**config.mk**
```make
export PLATFORM = sky130hd
export DESIGN_NAME = clock_period_meter
export DESIGN_NICKNAME = d
export VERILOG_FILES = /design/src/rtl/led_pkg.sv /design/src/rtl/sync_edge_detect.sv /design/src/rtl/clock_period_meter.sv
export SDC_FILE = /design/constraint.sdc
export NUM_CORES = 1
export LEC_CHECK = 0
export CAP_MARGIN = 0
export CORE_ASPECT_RATIO = 0.75
export CORE_MARGIN = 2
export CORE_UTILIZATION = 57
export CTS_BUF_LIST = sky130_fd_sc_hd__clkbuf_16
export CTS_CLUSTER_SIZE = 30
export DETAILED_ROUTE_END_ITERATION = 8
export PLACE_DENSITY = 0.8
export SLEW_MARGIN = 20
export SYNTH_ARGS = -nofsm -noshare
export SYNTH_HDL_FRONTEND = slang
export SYNTH_SLANG_ARGS = --single-unit
```
**constraint.sdc**
```tcl
create_clock -name clk_in -period 3.28 [get_ports clk_in]
set_input_delay 0.656 -clock clk_in [delete_from_list [all_inputs] [get_ports clk_in]]
set_output_delay 0.656 -clock clk_in [all_outputs]
set_load 0.005 [all_outputs]
```
**src/rtl/led_pkg.sv**
```systemverilog
// Shared types and helpers for the LED clock-divider slice: the period meter
// and the divider both size their counters from LED_CNT_W.
package led_pkg;

  localparam int LED_CNT_W = 30;

  typedef enum logic [1:0] {
    IDLE    = 2'd0,
    MEASURE = 2'd1,
    TIMEOUT = 2'd2
  } meter_state_t;

  // Priority encoder: index of the highest set bit, 0 for a zero input.
  function automatic logic [4:0] floor_log2(input logic [LED_CNT_W-1:0] value);
    floor_log2 = '0;
    for (int i = 0; i < LED_CNT_W; i++) begin
      if (value[i]) floor_log2 = 5'(i);
    end
  endfunction

endpackage

```
**src/rtl/sync_edge_detect.sv**
```systemverilog
// Multi-flop synchroniser for an asynchronous input followed by a one-cycle
// rising-edge pulse. Also used for the board's button inputs.
module sync_edge_detect #(
  parameter int SYNC_STAGES = 2
) (
  input  logic clk,
  input  logic rst,
  input  logic d,
  output logic level,
  output logic rise
);

  logic [SYNC_STAGES-1:0] sync_q;
  logic                   delayed_q;

  always_ff @(posedge clk or posedge rst) begin
    if (rst) begin
      sync_q    <= '0;
      delayed_q <= 1'b0;
    end else begin
      sync_q    <= {sync_q[SYNC_STAGES-2:0], d};
      delayed_q <= sync_q[SYNC_STAGES-1];
    end
  end

  assign level = sync_q[SYNC_STAGES-1];
  assign rise  = level & ~delayed_q;

endmodule

```
**src/rtl/clock_period_meter.sv**
```systemverilog
// Measures the period of a (possibly asynchronous) divided clock in clk_in
// cycles, flagging changes and reporting a timeout when edges stop arriving.
//
// Output protocol: period_valid is a one-cycle pulse with no back-pressure;
// period, period_log2 and period_changed are valid in that cycle, and period
// and period_log2 hold until the next pulse. timeout is a level.
module clock_period_meter
  import led_pkg::*;
#(
  parameter int               CNT_W       = LED_CNT_W,
  parameter int               SYNC_STAGES = 2,
  parameter logic [CNT_W-1:0] MAX_PERIOD  = CNT_W'(32'h2000_0000)
) (
  input  logic             clk_in,
  input  logic             reset,
  input  logic             sig_in,
  output logic [CNT_W-1:0] period,
  output logic             period_valid,
  output logic             period_changed,
  output logic [4:0]       period_log2,
  output logic             timeout,
  output meter_state_t     state_dbg
);

  logic sig_level;
  logic rise;

  sync_edge_detect #(
    .SYNC_STAGES(SYNC_STAGES)
  ) u_sync (
    .clk  (clk_in),
    .rst  (reset),
    .d    (sig_in),
    .level(sig_level),
    .rise (rise)
  );

  meter_state_t     state_q,   state_d;
  logic [CNT_W-1:0] cnt_q,     cnt_d;
  logic [CNT_W-1:0] period_q,  period_d;
  logic [4:0]       log2_q,    log2_d;
  logic             valid_q,   valid_d;
  logic             changed_q, changed_d;
  logic             timeout_q, timeout_d;
  logic             have_prev_q, have_prev_d;

  always_ff @(posedge clk_in or posedge reset) begin
    if (reset) begin
      state_q     <= IDLE;
      cnt_q       <= '0;
      period_q    <= '0;
      log2_q      <= '0;
      valid_q     <= 1'b0;
      changed_q   <= 1'b0;
      timeout_q   <= 1'b0;
      have_prev_q <= 1'b0;
    end else begin
      state_q     <= state_d;
      cnt_q       <= cnt_d;
      period_q    <= period_d;
      log2_q      <= log2_d;
      valid_q     <= valid_d;
      changed_q   <= changed_d;
      timeout_q   <= timeout_d;
      have_prev_q <= have_prev_d;
    end
  end

  always_comb begin
    state_d     = state_q;
    cnt_d       = cnt_q;
    period_d    = period_q;
    log2_d      = log2_q;
    valid_d     = 1'b0;
    changed_d   = 1'b0;
    timeout_d   = timeout_q;
    have_prev_d = have_prev_q;
    case (state_q)
      IDLE: begin
        cnt_d = '0;
        if (rise) begin
          state_d = MEASURE;
          cnt_d   = CNT_W'(1);
        end
      end
      MEASURE: begin
        // An edge landing on the MAX_PERIOD cycle still counts as a measurement.
        if (rise) begin
          period_d    = cnt_q;
          log2_d      = floor_log2(LED_CNT_W'(cnt_q));
          valid_d     = 1'b1;
          changed_d   = !have_prev_q || (cnt_q != period_q);
          cnt_d       = CNT_W'(1);
          have_prev_d = 1'b1;
        end else if (cnt_q == MAX_PERIOD) begin
          state_d     = TIMEOUT;
          timeout_d   = 1'b1;
          have_prev_d = 1'b0;
        end else begin
          cnt_d = cnt_q + CNT_W'(1);
        end
      end
      TIMEOUT: begin
        if (rise) begin
          state_d   = MEASURE;
          cnt_d     = CNT_W'(1);
          timeout_d = 1'b0;
        end
      end
      default: state_d = IDLE;
    endcase
  end

  assign period         = period_q;
  assign period_valid   = valid_q;
  assign period_changed = changed_q;
  assign period_log2    = log2_q;
  assign timeout        = timeout_q;
  assign state_dbg      = state_q;

endmodule

```
==> metrics.txt, run 1 <==
skew final=0.00908 ns; drt first pass iters=5; Critical Path RT=3.47 ns; Initial Util=58.9%; drt wl/cell=17.4 µm; endpoints failing hold=0; beginning of the critical path=cnt_q[0]; Setup crit start kind=flip-flop; Tcrit/Tclk final=86.5%; Final ANT Viol Nets=0; CP Cell Sequence=ha_1 -> nand3_1 -> a2111oi_1 -> and3_1 -> nand4_1 -> xor2_1 -> nor2_1; filler cell count=543; # IOs=43; post-synthesis cell area=0.00400 mm²; Detailed Route WL=9.98 mm; Final min period=2.84 ns; core area=0.00680 mm²; Max-slew headroom=20.5%; Skew-Pair Late Insertion Delay=0.34 ns; peak supply drop=0.361 mV; Buf/Inv on CP=0; share of layout cells above drive strength 1=5.33%; number of global-route vias before repair=3154; Setup-failing EPs final=0; DIE AREA=0.00772 mm²; depth of the worst register-to-register path=7; Slowest Stage Delay on Critical Path=1.04 ns; cell with the most instances after synthesis=nand2_1; Placer Congestion=0.860; Worst Hold Class=flip-flop to flip-flop; Critical Path Fanout Max=7; Sink Count=74; Hold Buf Count CTS=0; syn_area_per_cell=8.64 µm²; CP delay by family, top=compound AO/OA/AOI/OAI gates; Achievable Freq=353 MHz; Post-CTS Repair Setup Buffers=0; number of vias per cell=6.01; post-synthesis simple-gate area fraction=25.4%; PwrDens=496 mW/mm²; reg2reg start=cnt_q[0]; row count=26; CP max-delay cell=a2111oi_1; synth warn=0; die width=101 µm; Syn Inst Count=463; cts bufs inserted=9; Area contributors post-synth=dfrtp_1 (46%), nand2_1 (9.5%), xnor2_1 (8.5%), nor2_1 (4.2%), xor2_1 (2.8%); sequential-to-total area share from yosys stat=46.3%; CTS resizes=0; critical path depth in cells=7; # DRC=0; Critical Path Sink Type=flip-flop; setup TNS=0 ns; Reg clk slew, reported paths=0.06 ns; die height=76.6 µm; H-tree level count=3; library cells used by synthesis=45; overall power=0.00232 W; Worst-Margin Slew=1.19 ns; EDFF count, synth=0; Synth top area share=46.3%; flops & latches, synth=74; largest area contributor in the netlist=dfrtp_1; Multi-input gate area=0.00195 mm²; DRT iter0 DRCs=329; pin count of the biggest net entering global routing=48; clk buf depth=2; reg-to-reg slack, setup=0.44 ns; adder-cell share of the synthesized area=1.88%; Final nets=492; Syn Nets=472; Worst EP arrival=3.03 ns; RSZ-0062 raised after global routing=false; Overflow after GRT=0; initial antenna violation count=0; Layout area overhead=16.9%; xor-xnor portion of the synthesized cell area=11.4%; reg2reg end=cnt_q[16]; DR vias=3435; IO Port Bufs=42; Diodes inserted=0; fraction of registers with async set/reset=100%; register area=0.00185 mm²; DP HPWL=6.95 mm; Synth Area in Compound Gates=9.97%; first-pass GRT wire length=16.4 mm; Synth top cells by count=nand2_1 (101), dfrtp_1 (74), nor2_1 (45), xnor2_1 (39), clkbuf_1 (26); worst setup path end=cnt_q[16]; CTS tree=done; Leak Pwr=2.05 nW; top_reg_cell synth=dfrtp_1; largest family of logic cells by synthesized area=simple AND/OR/NAND/NOR gates; status=complete, no violations; Max Slew Vio Count=0; Max-Cap Viols=0; critical path type=flip-flop to flip-flop; portion of netlist area occupied by mux cells=0%; GRT Overall Usage=27.6%; Root Driver=clkbuf_16
worst reg2reg max path: cells and delay by family, from the launching register on:
kind | cells | cell delay, ns
AO/OA/AOI/OAI | 1 | 1.04
XOR/XNOR | 1 | 0.19
adder cells (fa/ha/maj) | 1 | 0.24
flip-flops | 1 | 0.49
AND/OR/NAND/NOR | 4 | 0.72
cell families after synthesis:
family / count (synthesis)
flops: 74
fa+ha+maj: 6
simple gates: 219
compound gates: 63
xor+xnor: 52
buf+inv: 49
cell type report:
| cell class | instances | area share [%] |
|---|---|---|
| Tap cell | 84 | 2.25 |
| Clock buffer | 9 | 4.81 |
| Inverter | 12 | 0.989 |
| Timing Repair Buffer | 46 | 9.89 |
| Sequential cell | 74 | 39.6 |
| Multi-Input combinational cell | 340 | 41.6 |
| Clock inverter | 7 | 0.909 |
per-layer routing:
layer | vias to the layer above | global-route usage, % | share of wire, %
li1 | 1585 | - | -
met1 | 1665 | 41.5 | 44
met2 | 160 | 39.5 | 45
met3 | 25 | 5.96 | 8.4
met4 | 0 | 9.04 | 1.9
met5 | - | 0 | 0
through the flow:
stage               hold slack, ns  cells  setup WS [ns]  utilization, %  area (µm²)
floorplan                    0.331    463          0.742               -        4000
CTS                          0.353    572          0.523            68.8        4680
global placement             0.332    556          0.803            64.9        4410
global route                 0.365    572          0.272            68.8        4680
detailed placement           0.340    556          0.537            64.9        4410
finish                       0.351    572          0.444            68.8        4680
flip-flops by register name, summed over array words and instances, names as in the netlist:
signal and cells:
period_changed 1, cnt_q 30, u_sync.delayed_q 1, timeout 1
period 30, period_log2 5, u_sync.sync_q 2, have_prev_q 1
period_valid 1, state_dbg 2
worst min-delay path by stage:
stage | start | end | slack [ns] | cells after the start
after floorplan | u_sync.sync_q[0] | u_sync.sync_q[1] | 0.33 | 0
after global placement | u_sync.sync_q[0] | u_sync.sync_q[1] | 0.33 | 0
after detailed placement | u_sync.sync_q[0] | u_sync.sync_q[1] | 0.34 | 0
after CTS | u_sync.sync_q[0] | u_sync.sync_q[1] | 0.35 | 0
after global routing | u_sync.sync_q[0] | u_sync.sync_q[1] | 0.37 | 0
final | u_sync.sync_q[0] | u_sync.sync_q[1] | 0.35 | 0
power breakdown:
group | internal (W) | switching (W)
sequential | 0.000971 | 0.0000488
combinational | 0.000179 | 0.000228
clock | 0.000509 | 0.000387
cell usage in the layout (no fill, tap or decap), drive strengths merged, types with 3 or more instances in the layout:
| master | instances |
|---|---|
| dfrtp | 74 |
| xor2 | 13 |
| nand4 | 15 |
| clkinv | 6 |
| and3 | 8 |
| o41ai | 3 |
| and2 | 3 |
| inv | 12 |
| clkbuf | 9 |
| ha | 6 |
| or4 | 3 |
| a21oi | 16 |
| nor2 | 45 |
| nand2 | 101 |
| nand2b | 8 |
| xnor2 | 39 |
| nand3 | 15 |
| clkdlybuf4s50 | 42 |
| a21o | 5 |
| o21ai | 23 |
| buf | 4 |
| nor4 | 6 |
| nor3 | 6 |
(Power assumes the default switching activity.)
==> run 2, diff against run 1 <==
- CORE_UTILIZATION: 57 -> 59
- DONT_BUFFER_PORTS: default -> 1
- PLACE_DENSITY: 0.8 -> 0.75
==> run 2 against run 1 <==
Effect of this change: core utilization down 2.6 points; sequential share of layout area grew 3.8 points; setup slack improved by 0.26 ns; combinational power is 29% lower; design area decreased by 8.8%; sequential power is essentially flat; via count shrank 8.4%; wire length shrank 5.6%; critical path depth is the same; sequential cell count unchanged; maximum frequency rose by 10%; first-iteration DRC count decreased by 3.6%; largest power group unchanged.
==> metrics.txt, run 2 (synthesized netlist as in run 1, its figures left out) <==
number of global-route vias before repair=2903 (-8.0%); critical path depth in cells=7 (unchanged); Critical Path Sink Type=flip-flop; cts bufs inserted=9 (unchanged); Max-Cap Viols=0 (unchanged); die width=99.1 µm (-1.6%); Critical Path RT=3.45 ns (-0.02 ns); worst setup path end=cnt_q[18]; Final nets=451 (-8.3%); clk buf depth=2 (unchanged); share of layout cells above drive strength 1=5.62% (+0.29 points); Buf/Inv on CP=0 (unchanged); beginning of the critical path=cnt_q[1]; met1 Track Usage GR=39.1% (-2.3 points); Setup crit start kind=flip-flop; first-pass GRT wire length=15.3 mm (-6.7%); CTS resizes=0 (unchanged); Detailed Route WL=9.42 mm (-5.6%); # IOs=43 (unchanged); setup TNS=0 ns (unchanged); Initial Util=62.1% (+3.2 points); Skew-Pair Late Insertion Delay=0.33 ns (about the same); Critical Path Fanout Max=8 (+1); M2 GR Usage=40.2% (+0.63 points); DRT iter0 DRCs=317 (-3.6%); IO Port Bufs=0 (-100%); Diodes inserted=0 (unchanged); Max-slew headroom=27.4% (+6.9 points); Worst-Margin Slew=1.09 ns (-0.100 ns); pin count of the biggest net entering global routing=40 (-17%); Final ANT Viol Nets=0 (unchanged); Worst Hold Class=primary input to asynchronous set/reset pin; most frequent cells in the layout=nand2_1 (101), dfrtp_1 (74), nor2_1 (45); Reg clk slew, reported paths=0.06 ns (about the same); Max Slew Vio Count=0 (unchanged); number of vias per cell=5.98 (-0.34%); Most Crowded Layer GR=met2; Root Driver=clkbuf_16; reg-to-reg slack, setup=0.70 ns (+0.26 ns); filler cell count=498 (-8.3%); Setup-failing EPs final=0 (unchanged); most common library cell in the layout ignoring fill and taps=nand2_1; DP HPWL=6.56 mm (-5.6%); Leak Pwr=1.91 nW (-6.6%); Worst EP arrival=2.75 ns (-0.28 ns); DR vias=3148 (-8.4%); status=complete, no violations; Final min period=2.58 ns (-0.259 ns); DIE AREA=0.00747 mm² (-3.2%); final worst-path setup slack=0.703 ns (+0.259 ns); Sink Count=74 (unchanged); initial antenna violation count=0 (unchanged); depth of the worst register-to-register path=7 (unchanged); PwrDens=528 mW/mm² (+6.4%); Achievable Freq=388 MHz (+10%); Layout area overhead=6.63%; most used cell, CP=and3_1; CTS tree=done; die height=75.3 µm (-1.6%); post-place setup slack=0.765 ns (+0.228 ns); grt met3 use=9.17% (+3.2 points); GRT Overall Usage=27.1% (-0.50 points); reg2reg start=cnt_q[1]; skew final=0.00659 ns (-0.00249 ns); row count=25 (-3.8%); drt first pass iters=5 (unchanged); Post-CTS Repair Setup Buffers=0 (unchanged); CP Cell Sequence=ha_1 -> nand3_1 -> a2111oi_1 -> and3_1 -> and3_1 -> xnor2_1 -> nor2_1; RSZ-0062 raised after global routing=false; core area=0.00644 mm² (-5.2%); critical path type=flip-flop to flip-flop; # DRC=0 (unchanged); CP delay by family, top=compound AO/OA/AOI/OAI gates; Tcrit/Tclk final=78.6% (-7.9 points); reg2reg end=cnt_q[18]; CP max-delay cell=a2111oi_1; peak supply drop=0.338 mV (-6.2%); Slowest Stage Delay on Critical Path=0.80 ns (-0.24 ns); drt wl/cell=17.9 µm (+2.7%); endpoints failing hold=0 (unchanged); Overflow after GRT=0 (unchanged); H-tree level count=3 (unchanged); Hold Buf Count CTS=0 (unchanged); Placer Congestion=0.962 (+12%)
[run 2: cell types whose count changed in the layout (fill, tap and decap cells not counted)]
| cell | previous run | this run |
|---|---|---|
| buf_4 | 3 | 4 |
| bufinv_16 | 0 | 1 |
| clkdlybuf4s50_1 | 42 | 0 |
| clkinv_2 | 3 | 2 |
| clkinvlp_4 | 1 | 0 |
| inv_2 | 0 | 1 |
| inv_6 | 2 | 0 |
[run 2: metal layers]
| layer | vias up | share of wire, % | wire [µm] |
|---|---|---|---|
| li1 | 1501 | - | - |
| met1 | 1487 | 45 | 4210 |
| met2 | 147 | 44 | 4120 |
| met3 | 13 | 10 | 976 |
| met4 | 0 | 1.2 | 114 |
| met5 | - | 0 | 0 |
[run 2: how the worst min path moves through the flow]
| stage | slack [ns] | depth (start not counted) | endpoint | from |
|---|---|---|---|---|
| 3_5_place_dp | 0.34 | 0 | u_sync.sync_q[1] | u_sync.sync_q[0] |
| 5_1_grt | 0.34 | 0 | u_sync.sync_q[0] | sig_in |
| 6_report | 0.35 | 1 | period[6] | reset |
| 2_1_floorplan | 0.33 | 0 | u_sync.sync_q[1] | u_sync.sync_q[0] |
| 4_1_cts | 0.35 | 0 | u_sync.sync_q[0] | sig_in |
| 3_3_place_gp | 0.33 | 0 | u_sync.sync_q[1] | u_sync.sync_q[0] |
[run 2: per-stage QoR]
step	std cells	hold slack (ns)	area (µm²)	total power, W	util, %
2_1_floorplan	463	0.331	4000	0.00126	-
3_3_place_gp	512	0.334	4000	0.00133	62.0
3_5_place_dp	512	0.337	4000	0.00134	62.0
4_1_cts	526	0.346	4270	0.00226	66.2
5_1_grt	526	0.343	4270	0.00234	66.2
6_report	526	0.345	4270	0.00225	66.2
[run 2: power breakdown]
part | leakage [nW] | internal, W | switching (W)
combinational | 0.772 | 0.0000996 | 0.000190
sequential | 1.01 | 0.000971 | 0.0000626
clock | 0.136 | 0.000572 | 0.000357
[run 2: final cells by class]
class,instances,area (µm²),area share [%]
repair buffers,5,50.0,1.17
well taps,81,101,2.37
flip-flops and latches,74,1850,43.4
clock inverters,5,47.5,1.11
inverters,12,45.0,1.06
clock buffers,9,225,5.28
multi-input cells,340,1950,45.6
==> run 3, diff against run 2 <==
- CORE_UTILIZATION: 59 -> 57
- clock period: 3.28 -> 2.3 ns (I/O delays scaled with it)
==> run 3 against run 2 <==
Effect of this change: clock-buffer cell count unchanged; combinational power is 52% higher; worst hold slack got worse by 0.24 ns; sequential cell count unchanged; sequential power is 44% higher; global-route usage up 0.45 points; design area up 7.0%; non-clock buffer count up 33; clock power grew 49%; critical endpoint is now cnt_q[7]; sequential share of layout area is 2.8 points lower; clock skew about the same; via count up 7.2%.
==> metrics.txt, run 3 (synthesized netlist as in run 1, its figures left out) <==
status=complete, no violations; first-pass GRT wire length=16.4 mm (+7.1%); Max-slew headroom=67.8% (+40 points); # DRC=0 (unchanged); Sink Count=74 (unchanged); IO Port Bufs=0 (unchanged); Critical Path Fanout Max=6 (-2); initial antenna violation count=0 (unchanged); DR vias=3376 (+7.2%); skew final=0.00687 ns (+0.000271 ns); Net Sw Frac=27.7% (+0.58 points); Critical Path RT=2.52 ns (-0.93 ns); Layout area overhead=14.1%; CTS tree=done; overall power=0.00330 W (+46%); H-tree level count=3 (unchanged); Leak Pwr=2.09 nW (+9.4%); critical path type=flip-flop to flip-flop; Worst EP arrival=2.41 ns (-0.34 ns); Placement Cell Area=0.00426 mm² (+6.7%); Max-Cap Viols=0 (unchanged); drt first pass iters=5 (unchanged); GRT Overall Usage=27.5% (+0.45 points); die width=101 µm (+1.7%); # IOs=43 (unchanged); DP HPWL=6.98 mm (+6.3%); Overflow after GRT=0 (unchanged); Min Hold Slack=0.102 ns (-0.243 ns); Reg clk slew, reported paths=0.06 ns (about the same); most frequent cells in the layout=nand2_1 (101), dfrtp_1 (73), nor2_1 (45); DIE AREA=0.00772 mm² (+3.3%); clk buf depth=2 (unchanged); Post-CTS Repair Setup Buffers=0 (unchanged); DRT iter0 DRCs=319 (+0.63%); Tcrit/Tclk final=95.1% (+17 points); cts bufs inserted=9 (unchanged); drt wl/cell=17.4 µm (-2.9%); PwrDens=722 mW/mm² (+37%); Internal=0.00239 W (+45%); most common library cell in the layout ignoring fill and taps=nand2_1; peak supply drop=0.672 mV (+98%); endpoints failing hold=0 (unchanged); Diodes inserted=0 (unchanged); Worst Hold Class=primary input to asynchronous set/reset pin; Achievable Freq=457 MHz (+18%); Initial Util=58.9% (-3.2 points); pin count of the biggest net entering global routing=75 (+88%); row count=26 (+4.0%); share of layout cells above drive strength 1=13.1% (+7.5 points); Detailed Route WL=9.81 mm (+4.1%); Setup-failing EPs final=0 (unchanged); Worst-Margin Slew=0.479 ns (-0.610 ns); sequential group share of total power=44.9% (-1.0 points); switching power=0.000913 W (+50%); Max Slew Vio Count=0 (unchanged); die height=76.6 µm (+1.6%); Critical Path Sink Type=flip-flop; Placer Congestion=0.927 (-3.6%); clock power share=41.8% (+0.6 points); number of global-route vias before repair=3306 (+14%); Final min period=2.19 ns (-0.390 ns); Setup crit start kind=flip-flop; Logic pwr share=13.3% (+0.4 points); RSZ-0062 raised after global routing=false; Finished Cell Area=0.00457 mm² (+7.0%); Final ANT Viol Nets=0 (unchanged); Root Driver=clkbuf_16; setup TNS=0 ns (unchanged); Skew-Pair Late Insertion Delay=0.34 ns (about the same); number of vias per cell=5.99 (about the same); Final nets=484 (+7.3%); core area=0.00680 mm² (+5.5%)
run 3: cell count changes in the layout (fill, tap and decap cells not counted), sizes merged:
cell	before	now
buf	5	38
clkinvlp	0	2
run 3: critical path, cell delays in order (launching register included):
cell and delay, ns:
dfrtp_1 0.37, or4_1 0.55, nand2b_1 0.22, nor4b_4 0.29
buf_4 0.19, or2_4 0.14, o21ai_2 0.06, a32o_1 0.26
run 3: repair_timing:
item / in CTS / in global routing
setup endpoints to repair: 0 / 9
resized for setup: 0 / 4
hold buffers: 0 / 0
run 3: path summary, 6_finish.rpt:
path | startpoint | to | slack [ns] | cells after the start
max | cnt_q[8] | cnt_q[7] | 0.11 | 7
min | reset | period[6] | 0.10 | 2
max reg2reg | cnt_q[8] | cnt_q[7] | 0.11 | 7
min reg2reg | u_sync.sync_q[0] | u_sync.sync_q[1] | 0.35 | 0
max in group asynchronous | reset | cnt_q[0] | 1.87 | 2
min in group clk_in | sig_in | u_sync.sync_q[0] | 0.15 | 0
run 3: layer usage:
metal | wire length, µm | global-route usage (%) | vias up
met2 | 4420 | 40.0 | 158
met1 | 4340 | 39.6 | 1637
li1 | - | - | 1565
met4 | 121 | 7.67 | 0
met3 | 935 | 8.72 | 16
met5 | 0 | 0 | -
run 3: layout make-up:
cell class | instances | area [µm²]
clock buffers | 9 | 225
clock inverters | 7 | 71.3
fillers | 547 | 2230
inverters | 12 | 48.8
multi-input cells | 340 | 1950
flip-flops and latches | 74 | 1850
well taps | 84 | 105
repair buffers | 38 | 310
run 3: per-stage QoR:
stage	util, %	setup WS [ns]	std cells
5_1_grt	67.2	0.00647	564
2_1_floorplan	-	0.0793	463
3_5_place_dp	62.7	0.139	548
3_3_place_gp	62.7	0.142	548
6_report	67.2	0.113	564
4_1_cts	67.1	0.119	564
run 3: power groups by stage:
stage	clock, W	sequential, W	combinational, W
floorplan	0	0.00147	0.000323
global placement	0	0.00150	0.000427
detailed placement	0	0.00150	0.000436
CTS	0.00140	0.00148	0.000436
global route	0.00145	0.00149	0.000496
finish	0.00138	0.00148	0.000440
